File: config.mk
export PLATFORM = sky130hd
export DESIGN_NAME = proj_fm_ctrl
export DESIGN_NICKNAME = d
export VERILOG_FILES = /design/src/rtl/proj_pkg.sv /design/src/rtl/proj_fm_scan_idx.sv /design/src/rtl/proj_fm_ctrl.sv
export SDC_FILE = /design/constraint.sdc
export NUM_CORES = 1
export LEC_CHECK = 0
export ABC_AREA = 1
export BUFFER_PORTS_ARGS = -buffer_cell sky130_fd_sc_hd__buf_2
export CORE_AREA = 2 2 80 82
export DETAILED_ROUTE_END_ITERATION = 8
export DIE_AREA = 0 0 82 84
export PLACE_DENSITY = 0.52
export SLEW_MARGIN = 10
export SYNTH_ARGS = -nofsm -noshare
export SYNTH_HDL_FRONTEND = slang
export SYNTH_SLANG_ARGS = --single-unit
File: constraint.sdc
create_clock -name in_clk -period 1.2 [get_ports in_clk]
set_input_delay 0.06 -clock in_clk [delete_from_list [all_inputs] [get_ports in_clk]]
set_output_delay 0.06 -clock in_clk [all_outputs]
set_load 0.05 [all_outputs]
File: src/rtl/proj_pkg.sv
// Shared constants and state types for the fragment-memory sequencer.
// Stats outputs of proj_fm_ctrl are enabled by defining PROJ_FM_CTRL_STATS_EN.
package proj_pkg;

    localparam int FM_DATA_BITS              = 2;
    localparam int FM_BUFFER_SIZE            = 16;
    localparam int FM_EXTENDER_FRAG_LEN_BITS = 8;
    localparam int SIGNED_INDICE_LEN         = 8;
    localparam int KMER_LEN                  = 8;
    localparam int FM_IDX_START              = -2;
    localparam int FM_IDX_STRIDE             = 2;
    localparam int FM_RD_LAT                 = 1;
    localparam int FM_IDX_LAST               = FM_BUFFER_SIZE * FM_DATA_BITS - FM_EXTENDER_FRAG_LEN_BITS;

    typedef enum logic [2:0] {
        FILL_IDLE      = 3'd0,
        FILL_FILL      = 3'd1,
        FILL_SETTLE    = 3'd2,
        FILL_WAIT_SWAP = 3'd3,
        FILL_SWAP      = 3'd4
    } fm_fill_state_t;

    typedef enum logic [1:0] {
        SCAN_IDLE  = 2'd0,
        SCAN_ISSUE = 2'd1,
        SCAN_HOLD  = 2'd2
    } fm_scan_state_t;

    function automatic logic [31:0] sat_inc(input logic [31:0] value);
        return (value == 32'hFFFF_FFFF) ? value : value + 32'd1;
    endfunction

endpackage

File: src/rtl/proj_fm_scan_idx.sv
// Signed fragment-index stepper: loads the scan start, steps by a fixed stride
// and flags the last index of a scan; one guard bit keeps the add from wrapping.
module proj_fm_scan_idx #(
    parameter int IDX_W  = 8,
    parameter int START  = -2,
    parameter int STRIDE = 2,
    parameter int LAST   = 24
) (
    input  logic             clk,
    input  logic             rst,
    input  logic             load,
    input  logic             step,
    output logic [IDX_W-1:0] idx,
    output logic             last
);

    localparam logic signed [IDX_W:0] START_G  = (IDX_W + 1)'(START);
    localparam logic signed [IDX_W:0] STRIDE_G = (IDX_W + 1)'(STRIDE);
    localparam logic signed [IDX_W:0] THRESH_G = (IDX_W + 1)'(LAST - STRIDE);

    logic signed [IDX_W:0] idx_g;
    logic signed [IDX_W:0] nxt_g;
    logic                  ovf;

    assign idx_g = $signed({idx[IDX_W-1], idx});
    assign nxt_g = idx_g + STRIDE_G;
    assign ovf   = nxt_g[IDX_W] != nxt_g[IDX_W-1];
    assign last  = idx_g > THRESH_G;

    // Index register: reload on scan end/reset, advance only while not on the last fragment.
    always_ff @(posedge clk) begin
        if (rst || load) begin
            idx <= START_G[IDX_W-1:0];
        end else if (step && !last && !ovf) begin
            idx <= nxt_g[IDX_W-1:0];
        end else begin
            idx <= idx;
        end
    end

endmodule

File: src/rtl/proj_fm_ctrl.sv
// Fill/settle/swap and scan sequencer for the double-buffered fragment memory.
// Optional counters stat_buffers/stat_stall/stat_bp exist when PROJ_FM_CTRL_STATS_EN is defined.
module proj_fm_ctrl
    import proj_pkg::*;
#(
    parameter int DATA_BITS  = FM_DATA_BITS,
    parameter int BUF_WORDS  = FM_BUFFER_SIZE,
    parameter int FRAG_LEN   = FM_EXTENDER_FRAG_LEN_BITS,
    parameter int IDX_W      = SIGNED_INDICE_LEN,
    parameter int IDX_START  = FM_IDX_START,
    parameter int IDX_STRIDE = FM_IDX_STRIDE,
    parameter int SETTLE_CYC = KMER_LEN,
    parameter int RD_LAT     = FM_RD_LAT
) (
    input  logic                 in_clk,
    input  logic                 in_rst,
    input  logic                 in_valid,
    input  logic [DATA_BITS-1:0] in_data,
    output logic                 in_ready,
    output logic [DATA_BITS-1:0] fm_wdata,
    output logic                 fm_wen,
    output logic                 fm_chg_idx,
    output logic [IDX_W-1:0]     fm_frag_idx,
    input  logic [FRAG_LEN-1:0]  fm_rdata,
    output logic                 frag_valid,
    output logic [FRAG_LEN-1:0]  frag_data,
    output logic [IDX_W-1:0]     frag_idx_o,
    output logic                 frag_last,
    input  logic                 frag_ready,
    output logic                 busy
`ifdef PROJ_FM_CTRL_STATS_EN
    ,
    output logic [31:0]          stat_buffers,
    output logic [31:0]          stat_stall,
    output logic [31:0]          stat_bp
`endif
);

    localparam int IDX_LAST = BUF_WORDS * DATA_BITS - FRAG_LEN;
    localparam int WCNT_W   = $clog2(BUF_WORDS);
    localparam int SCNT_W   = $clog2(SETTLE_CYC + 1);
    localparam int LAT_W    = $clog2(RD_LAT + 2);

    fm_fill_state_t    fill_state, fill_next;
    fm_scan_state_t    scan_state, scan_next;
    logic [WCNT_W-1:0] wcnt;
    logic [SCNT_W-1:0] settle_cnt;
    logic [LAT_W-1:0]  lat_cnt;
    logic              accept;
    logic              scan_idle;
    logic              idx_load;
    logic              idx_step;
    logic              latch;
    logic              idx_last;
    logic [IDX_W-1:0]  scan_idx;

    assign in_ready    = (fill_state == FILL_FILL);
    assign accept      = in_valid && in_ready;
    assign fm_wen      = accept;
    assign fm_wdata    = accept ? in_data : {DATA_BITS{1'b0}};
    assign fm_chg_idx  = (fill_state == FILL_SWAP);
    assign scan_idle   = (scan_state == SCAN_IDLE);
    assign frag_valid  = (scan_state == SCAN_HOLD);
    assign fm_frag_idx = scan_idx;
    assign busy        = (fill_state != FILL_IDLE) || !scan_idle;

    // State registers for both FSMs.
    always_ff @(posedge in_clk) begin
        if (in_rst) begin
            fill_state <= FILL_IDLE;
            scan_state <= SCAN_IDLE;
        end else begin
            fill_state <= fill_next;
            scan_state <= scan_next;
        end
    end

    // Fill FSM next state; the settle exit swaps directly when the scan is already idle.
    always_comb begin
        fill_next = fill_state;
        case (fill_state)
            FILL_IDLE:      if (in_valid) fill_next = FILL_FILL; else fill_next = FILL_IDLE;
            FILL_FILL:      if (accept && (wcnt == WCNT_W'(BUF_WORDS - 1))) fill_next = FILL_SETTLE;
                            else fill_next = FILL_FILL;
            FILL_SETTLE:    if (settle_cnt == SCNT_W'(SETTLE_CYC - 1))
                                fill_next = scan_idle ? FILL_SWAP : FILL_WAIT_SWAP;
                            else fill_next = FILL_SETTLE;
            FILL_WAIT_SWAP: if (scan_idle) fill_next = FILL_SWAP; else fill_next = FILL_WAIT_SWAP;
            FILL_SWAP:      if (in_valid) fill_next = FILL_FILL; else fill_next = FILL_IDLE;
            default:        fill_next = FILL_IDLE;
        endcase
    end

    // Word and settle counters.
    always_ff @(posedge in_clk) begin
        if (in_rst) begin
            wcnt       <= {WCNT_W{1'b0}};
            settle_cnt <= {SCNT_W{1'b0}};
        end else begin
            if (accept) begin
                wcnt <= (wcnt == WCNT_W'(BUF_WORDS - 1)) ? {WCNT_W{1'b0}} : wcnt + WCNT_W'(1);
            end
            settle_cnt <= (fill_state == FILL_SETTLE) ? settle_cnt + SCNT_W'(1) : {SCNT_W{1'b0}};
        end
    end

    // Scan FSM: ISSUE holds the index RD_LAT+1 cycles so registered read data is sampled.
    always_comb begin
        scan_next = scan_state;
        idx_load  = 1'b0;
        idx_step  = 1'b0;
        latch     = 1'b0;
        case (scan_state)
            SCAN_IDLE:  if (fill_state == FILL_SWAP) scan_next = SCAN_ISSUE; else scan_next = SCAN_IDLE;
            SCAN_ISSUE: if (lat_cnt == LAT_W'(RD_LAT)) begin
                            latch     = 1'b1;
                            scan_next = SCAN_HOLD;
                        end else begin
                            scan_next = SCAN_ISSUE;
                        end
            SCAN_HOLD:  if (frag_ready && idx_last) begin
                            idx_load  = 1'b1;
                            scan_next = SCAN_IDLE;
                        end else if (frag_ready) begin
                            idx_step  = 1'b1;
                            scan_next = SCAN_ISSUE;
                        end else begin
                            scan_next = SCAN_HOLD;
                        end
            default:    scan_next = SCAN_IDLE;
        endcase
    end

    // Read-latency counter and downstream fragment register.
    always_ff @(posedge in_clk) begin
        if (in_rst) begin
            lat_cnt    <= {LAT_W{1'b0}};
            frag_data  <= {FRAG_LEN{1'b0}};
            frag_idx_o <= {IDX_W{1'b0}};
            frag_last  <= 1'b0;
        end else begin
            lat_cnt <= (scan_state == SCAN_ISSUE) ? lat_cnt + LAT_W'(1) : {LAT_W{1'b0}};
            if (latch) begin
                frag_data  <= fm_rdata;
                frag_idx_o <= scan_idx;
                frag_last  <= idx_last;
            end
        end
    end

    proj_fm_scan_idx #(
        .IDX_W  (IDX_W),
        .START  (IDX_START),
        .STRIDE (IDX_STRIDE),
        .LAST   (IDX_LAST)
    ) u_scan_idx (
        .clk  (in_clk),
        .rst  (in_rst),
        .load (idx_load),
        .step (idx_step),
        .idx  (scan_idx),
        .last (idx_last)
    );

`ifdef PROJ_FM_CTRL_STATS_EN
    // Saturating activity counters.
    always_ff @(posedge in_clk) begin
        if (in_rst) begin
            stat_buffers <= 32'd0;
            stat_stall   <= 32'd0;
            stat_bp      <= 32'd0;
        end else begin
            if (fill_state == FILL_SWAP) stat_buffers <= sat_inc(stat_buffers);
            if (frag_valid && !frag_ready) stat_stall <= sat_inc(stat_stall);
            if (in_valid && !in_ready) stat_bp <= sat_inc(stat_bp);
        end
    end
`endif

endmodule

* Word level (Yosys, flattened, before mapping)
Cells that the tools add are included.
** Cells by class
- $lt $le $gt $ge :: 1
- Add/subtract/negate cells :: 4
- Bitwise logic cells :: 2
- Reductions and logical operators :: 16
- Mux-type cells :: 19
- Eq/ne operators :: 10
** Operator list (number)
- case mux 3 bit (4 select lines) :: 1
- two-way mux 2 bit :: 5
- adder 8 x 3 -> 9 bit, second input constant :: 1
- two-way mux 1 bit :: 9
- adder 4 x 1 -> 4 bit, second input constant :: 2
- > comparator 8 x 6 -> 1 bit, second input constant :: 1
- == test 3 x 2 -> 1 bit, second input constant :: 2
- two-way mux 3 bit :: 2
- case mux 2 bit (3 select lines) :: 1
- OR reduction 2 bit :: 3
- logical AND 1 bit :: 5
- == test 2 x 1 -> 1 bit, second input constant :: 2
- == test 4 x 3 -> 1 bit, second input constant :: 1
- == test 4 bit, second input constant :: 1
- two-way mux 4 bit :: 1
- == test 3 x 1 -> 1 bit, second input constant :: 1
- == test 3 bit, second input constant :: 1
- logical NOT 1 bit :: 3
- logical NOT 3 bit :: 1
- nonzero test 3 bit :: 1
- adder 2 x 1 -> 2 bit, second input constant :: 1
- == test 2 bit, second input constant :: 1
- logical NOT 2 bit :: 1
- logical OR 1 bit :: 2
- 2 further kinds :: 3
** Word-level totals
- Input bits :: 14
- Word-level logic and storage cells :: 61
- Bits in registers :: 40
- Output and inout port bits :: 32

* Logic depth before layout (Yosys ltp)
- Depth after elaboration :: 6
- Depth in mapped cells :: 10
- Depth with buffers taken out :: 10

* Modules after synthesis
A second synthesis with hierarchy kept.
** Unflattened totals
- Cells, all modules :: 252
- Area, all modules :: 1976.9 um^2
** Modules (own cells, without submodules)
- proj_fm_ctrl :: area an instance 1497.7 um^2, instances 1, seq. area each 640.6 um^2, cells an instance 183
- proj_fm_scan_idx :: area an instance 479.2 um^2, instances 1, seq. area each 140.1 um^2, cells an instance 69

* Worst setup path after synthesis
Ideal clock, no wire load.
- Path kind :: flip-flop to flip-flop
- From :: register fill_state[2]
- To :: register scan_state[0]
- Data required time :: 1126 ps
- Arrival :: 1747 ps
- Setup time :: 74 ps
- Stages on the path, launching flop included :: 5
- Period minus slack after synthesis :: 1821 ps
- Setup slack :: -621 ps
- Path through :: dfxtp_1 inv_1 nor3_1 nand2_1 a31oi_1
** Between the ends
- Word-level cells in the longest chain between the ends :: 3
** RTL lines
- from (decl) :: RTL line proj_fm_ctrl.sv:44 : fm_fill_state_t fill_state, fill_next;
- from (signal assigned) :: RTL line proj_fm_ctrl.sv:73 : fill_state <= fill_next;
- == test 3 bit
- via fm_chg_idx :: RTL line proj_fm_ctrl.sv:22 : output logic fm_chg_idx,
- two-way mux 1 bit :: RTL line proj_fm_ctrl.sv:114 : SCAN_IDLE: if (fill_state == FILL_SWAP) scan_next = SCAN_ISSUE; else scan_next = SCAN_IDLE;
- case mux 2 bit (3 select lines) :: RTL line proj_fm_ctrl.sv:113 : case (scan_state)
- to (signal assigned) :: RTL line proj_fm_ctrl.sv:74 : scan_state <= scan_next;
- to (decl) :: RTL line proj_fm_ctrl.sv:45 : fm_scan_state_t scan_state, scan_next;
The timed path passes the listed nets, and every way through them passes these cells.
A chain may end at the register's enable or synchronous reset.

* Final worst setup path
- From :: register u_scan_idx.idx[2]
- To :: register u_scan_idx.idx[3]
** Between the ends
- Word-level cells in the longest chain between the ends :: 6
** RTL lines
- from (decl) :: RTL line proj_fm_scan_idx.sv:13 : output logic [IDX_W-1:0] idx,
- from (signal assigned) :: RTL line proj_fm_scan_idx.sv:33 : idx <= START_G[IDX_W-1:0];
- from (signal assigned) :: RTL line proj_fm_scan_idx.sv:35 : idx <= nxt_g[IDX_W-1:0];
- from (signal assigned) :: RTL line proj_fm_scan_idx.sv:37 : idx <= idx;
- > comparator 8 x 6 -> 1 bit :: RTL line proj_fm_scan_idx.sv:28 : assign last = idx_g > THRESH_G;
- logical AND 1 bit :: RTL line proj_fm_ctrl.sv:121 : SCAN_HOLD: if (frag_ready && idx_last) begin
- two-way mux 1 bit :: RTL line proj_fm_ctrl.sv:121
- two-way mux 1 bit :: RTL line proj_fm_ctrl.sv:113
- logical AND 1 bit (2 in series) :: RTL line proj_fm_scan_idx.sv:34 : end else if (step && !last && !ovf) begin
Parallel ways exist; a longest one is shown, timed or not.

==> impl_summary.md <==
Timing
The smallest clock period supported by the final layout is computed as 1.260 ns. Of the available clock period, the critical path in the final layout requires 1.050. Across the routed clock network, the largest skew measured is 0.001836 ns. Setup repair after global routing could not meet its margin everywhere. The number of setup violations in the final report is 9. The total count of hold-check failures in the final report is 0.

Once routing completed, OpenROAD measured the worst setup slack at -0.05972 ns. The final number of max-transition violations is 0. Based on the critical path, the design can be clocked at up to 0.7938 GHz.

Synth
The netlist uses 30 different library cells. The average cell area after synthesis is 7.556 um^2. The synthesized instance count is 231. The largest family of logic cells by synthesized area is simple AND/OR/NAND/NOR gates. Counting flops with a built-in enable in the synthesized netlist gives 0. In the post-synthesis netlist, the biggest area contributors are dfxtp_1 (44%), nand2_1 (9.2%), a21oi_1 (6.3%), nand3_1 (6.3%), inv_1 (5.6%). By count the netlist is led by nand2_1 (43), dfxtp_1 (38), inv_1 (26). The share of synthesized area in the top cell type comes to 0.4358.

Of the total synthesized cell area, the portion taken by AND, OR, NAND and NOR gates is 0.2738. The area of the mapped netlist is 1745 um^2. The library cell with the largest summed area after synthesis is dfxtp_1. The most repeated cell in the gate-level netlist after synthesis is nand2_1. The top flip-flop cell by instance count after synthesis is dfxtp_1. The post-synthesis compound-gate area fraction is 0.1384. The portion of synthesized area spent on multiplexers is 0. The Yosys step of the flow raised 0 warnings. Counting flops with an async set or reset pin after synthesis yields a share of 0. Of the total synthesized cell area, the portion taken by XOR and XNOR cells is 0.02007.

Of the total synthesized cell area, the portion taken by full adders, half adders and majority gates is 0.02867. The sequential share of the synthesized area is 0.4358. The number of synthesized register bits is 38.

Global route
The first global-routing pass estimated 7024 um of wire. The aggregate global routing overflow is 0. Entering global routing, the biggest net connects 18 pins. The initial antenna violation count is 0.

The via count of the first global-routing pass came to 1599. For this run, the total global-route usage over all layers was measured as 0.1306.

Worst setup path
Traced cell by cell, the critical path runs through ha_4 > nor2_1 > nand2_1 > nand2_2 > nand2_4 > nand2_8 > o21bai_1 > nand3_2. The worst setup path is launched from a register. For the worst setup path, the data arrival time is 1.43 ns. Data on the critical path is required at its endpoint by 1.37 ns. The reg-to-reg setup timing slack is -0.06 ns. The cell at the slowest stage of the critical path is dfxtp_4. For this run, the slowest stage of the critical path takes 0.37 ns.

Along the worst path, the maximum fanout reaches 7. The startpoint-to-endpoint class of the critical path is register to register. The worst setup path is captured at a register.

Power and ir drop
VDD sags by at most 0.6777 mV. Overall power consumption after layout is estimated at 2.378 mW. The leakage power of the design is 1.210 nW. For this design the ratio of total power to cell area is 902.2 nW/um^2.

Finish
After the last flow step, the layout net total stands at 322. The filler-free cell count of the finished design is 382. The repair_antennas step left the layout with diodes totalling 0. In the final layout, the multi-input gates occupy 977.2 um^2. The area growth from synthesis to final layout is 51.04%.

The flip-flop and latch area is 785.8 um^2. The share of final-layout standard cells stronger than drive strength 1 is 0.4590. The filler cell count is 648.

Clocking
The number of sinks driven by the clock tree is 38. In this run, CTS created clock tree buffers numbering 5. The clock latency at the later pin of the worst-skew pair is 0.28 ns. CTS placed an instance of clkbuf_8 at the clock tree root. The number of H-tree levels is 2. The clock passes through at most 2 buffers. After clock tree synthesis, the clock-pin slew on the worst setup and hold paths is 0.07 ns. TritonCTS built the clock tree. The count of hold buffers inserted by post-cts repair is 0.

Place
Routability-driven placement finished with a final weighted congestion of 0.8062. Input and output buffers added on the ports amount to 43. Once detailed placement completed, the half-perimeter wirelength came to 3148 um.

The total placed cells including tap cells is 367.

Drt
The detailed-route wire length per cell is 10.79 um. The wire length reported by the detailed router is 4122 um. The first detailed-routing pass took 4 iterations.

Across all layers, the routed design uses 1675 vias. The remaining routing DRC violations is 0. The final antenna-violating net count is 0. After detailed routing, the number of vias per cell comes to 4.385.

The first routing iteration left 39 violations.

Floorplan
The number of placement rows is 29. The floorplan step set the die height to 84 um. In this run the standard cell core region covers 6096 um^2. The die covers 6888 um^2. The effective utilization at floorplan is 0.2863. The floorplan step set the die width to 82 um. The number of ports placed on the die boundary is 46.

Hold path
The min-delay analysis places its worst path in the category input port to register.

Outcome
The checks that failed: setup timing. The flow ran to the end, but the final reports show violations.

Flow run
Max-cap violations in this run came to 0.
[repair_timing]
| action | CTS | global route |
|---|---|---|
| setup buffers | 5 | 1 |
| resized for setup | 25 | 24 |
| cloned | 0 | 1 |
| endpoints found under the hold margin | 0 | 0 |
| setup endpoints to repair | 16 | 33 |
| pin swaps | 9 | 9 |
[sequential cells by signal, indices dropped and copies added, names as in the netlist]
| register | cells |
|---|---|
| fill_state | 3 |
| wcnt | 4 |
| frag_idx_o | 7 |
| frag_data | 8 |
| u_scan_idx.idx | 7 |
| settle_cnt | 4 |
| scan_state | 2 |
| frag_last | 1 |
| lat_cnt | 2 |
[final timing paths]
kind         depth (start not counted)                end         startpoint
max                                  8  u_scan_idx.idx[3]  u_scan_idx.idx[2]
min                                  3       frag_data[7]        fm_rdata[7]
max reg2reg                          8  u_scan_idx.idx[3]  u_scan_idx.idx[2]
min reg2reg                          1      settle_cnt[0]      settle_cnt[0]
[cells in the final DEF, fill, tap and decap left out, drive strengths merged]
cell type / n
nor3b: 1
ha: 4
inv: 33
o21bai: 7
o21ai: 12
clkbuf: 9
nor2: 19
nand3: 23
nor3: 4
buf: 69
nand2: 52
a21oi: 23
a31oi: 1
clkinv: 2
dfxtp: 38
xor2: 4
nand3b: 1
conb: 2
nand4: 1
[stage by stage]
step                setup TNS, ns  hold slack (ns)  setup WS, ns    util  instance area [um^2]
floorplan                 -0.9473           0.2028       -0.1497       -                  1874
global placement          -0.4402           0.3096      -0.09727  0.3810                  2322
detailed placement        -0.4746           0.3138       -0.1052  0.3810                  2322
CTS                       -0.4754         0.005967      -0.05676  0.4167                  2540
global route               -1.295          0.01097       -0.1385  0.4325                  2636
finish                    -0.3614          0.01554      -0.05972  0.4325                  2636
[metal layers]
| layer | track usage | wire length, um | vias up |
|---|---|---|---|
| met3 | 0.04329 | 226 | 4 |
| met4 | 0.04091 | 42 | 0 |
| met2 | 0.2136 | 2067 | 42 |
| met5 | 0 | 0 | - |
| li1 | - | - | 883 |
| met1 | 0.1597 | 1786 | 746 |
[kinds of logic (layout without fill, tap and decap cells)]
logic type	after synthesis	count (layout)
xor gates and xnor gates	4	4
adders and majority gates	4	4
buffers and inverters	40	113
and+or+nand+nor	101	101
DFF	38	38
other	1	2
AOI/OAI and AO/OA	43	43
[layout make-up]
type / count / share of cell area
flip-flops and latches: 38 / 0.2981
multi-input cells: 154 / 0.3707
repair buffers: 71 / 0.2003
well taps: 77 / 0.03654
clock inverters: 1 / 0.001898
inverters: 34 / 0.05980
clock buffers: 7 / 0.03275
[worst max-delay path, delay by kind of cell, from the launching register on]
family | cells | cell delay [ns]
AOI/OAI and AO/OA | 1 | 0.17
adders and majority gates | 1 | 0.15
DFF | 1 | 0.37
and+or+nand+nor | 6 | 0.46
[power breakdown]
group,switching (mW),internal (mW),leakage (nW)
sequential,0.00654,1.26,0.308
clock,0.431,0.464,0.0482
combinational,0.132,0.0834,0.854
Power figures use the tool's default switching activity.
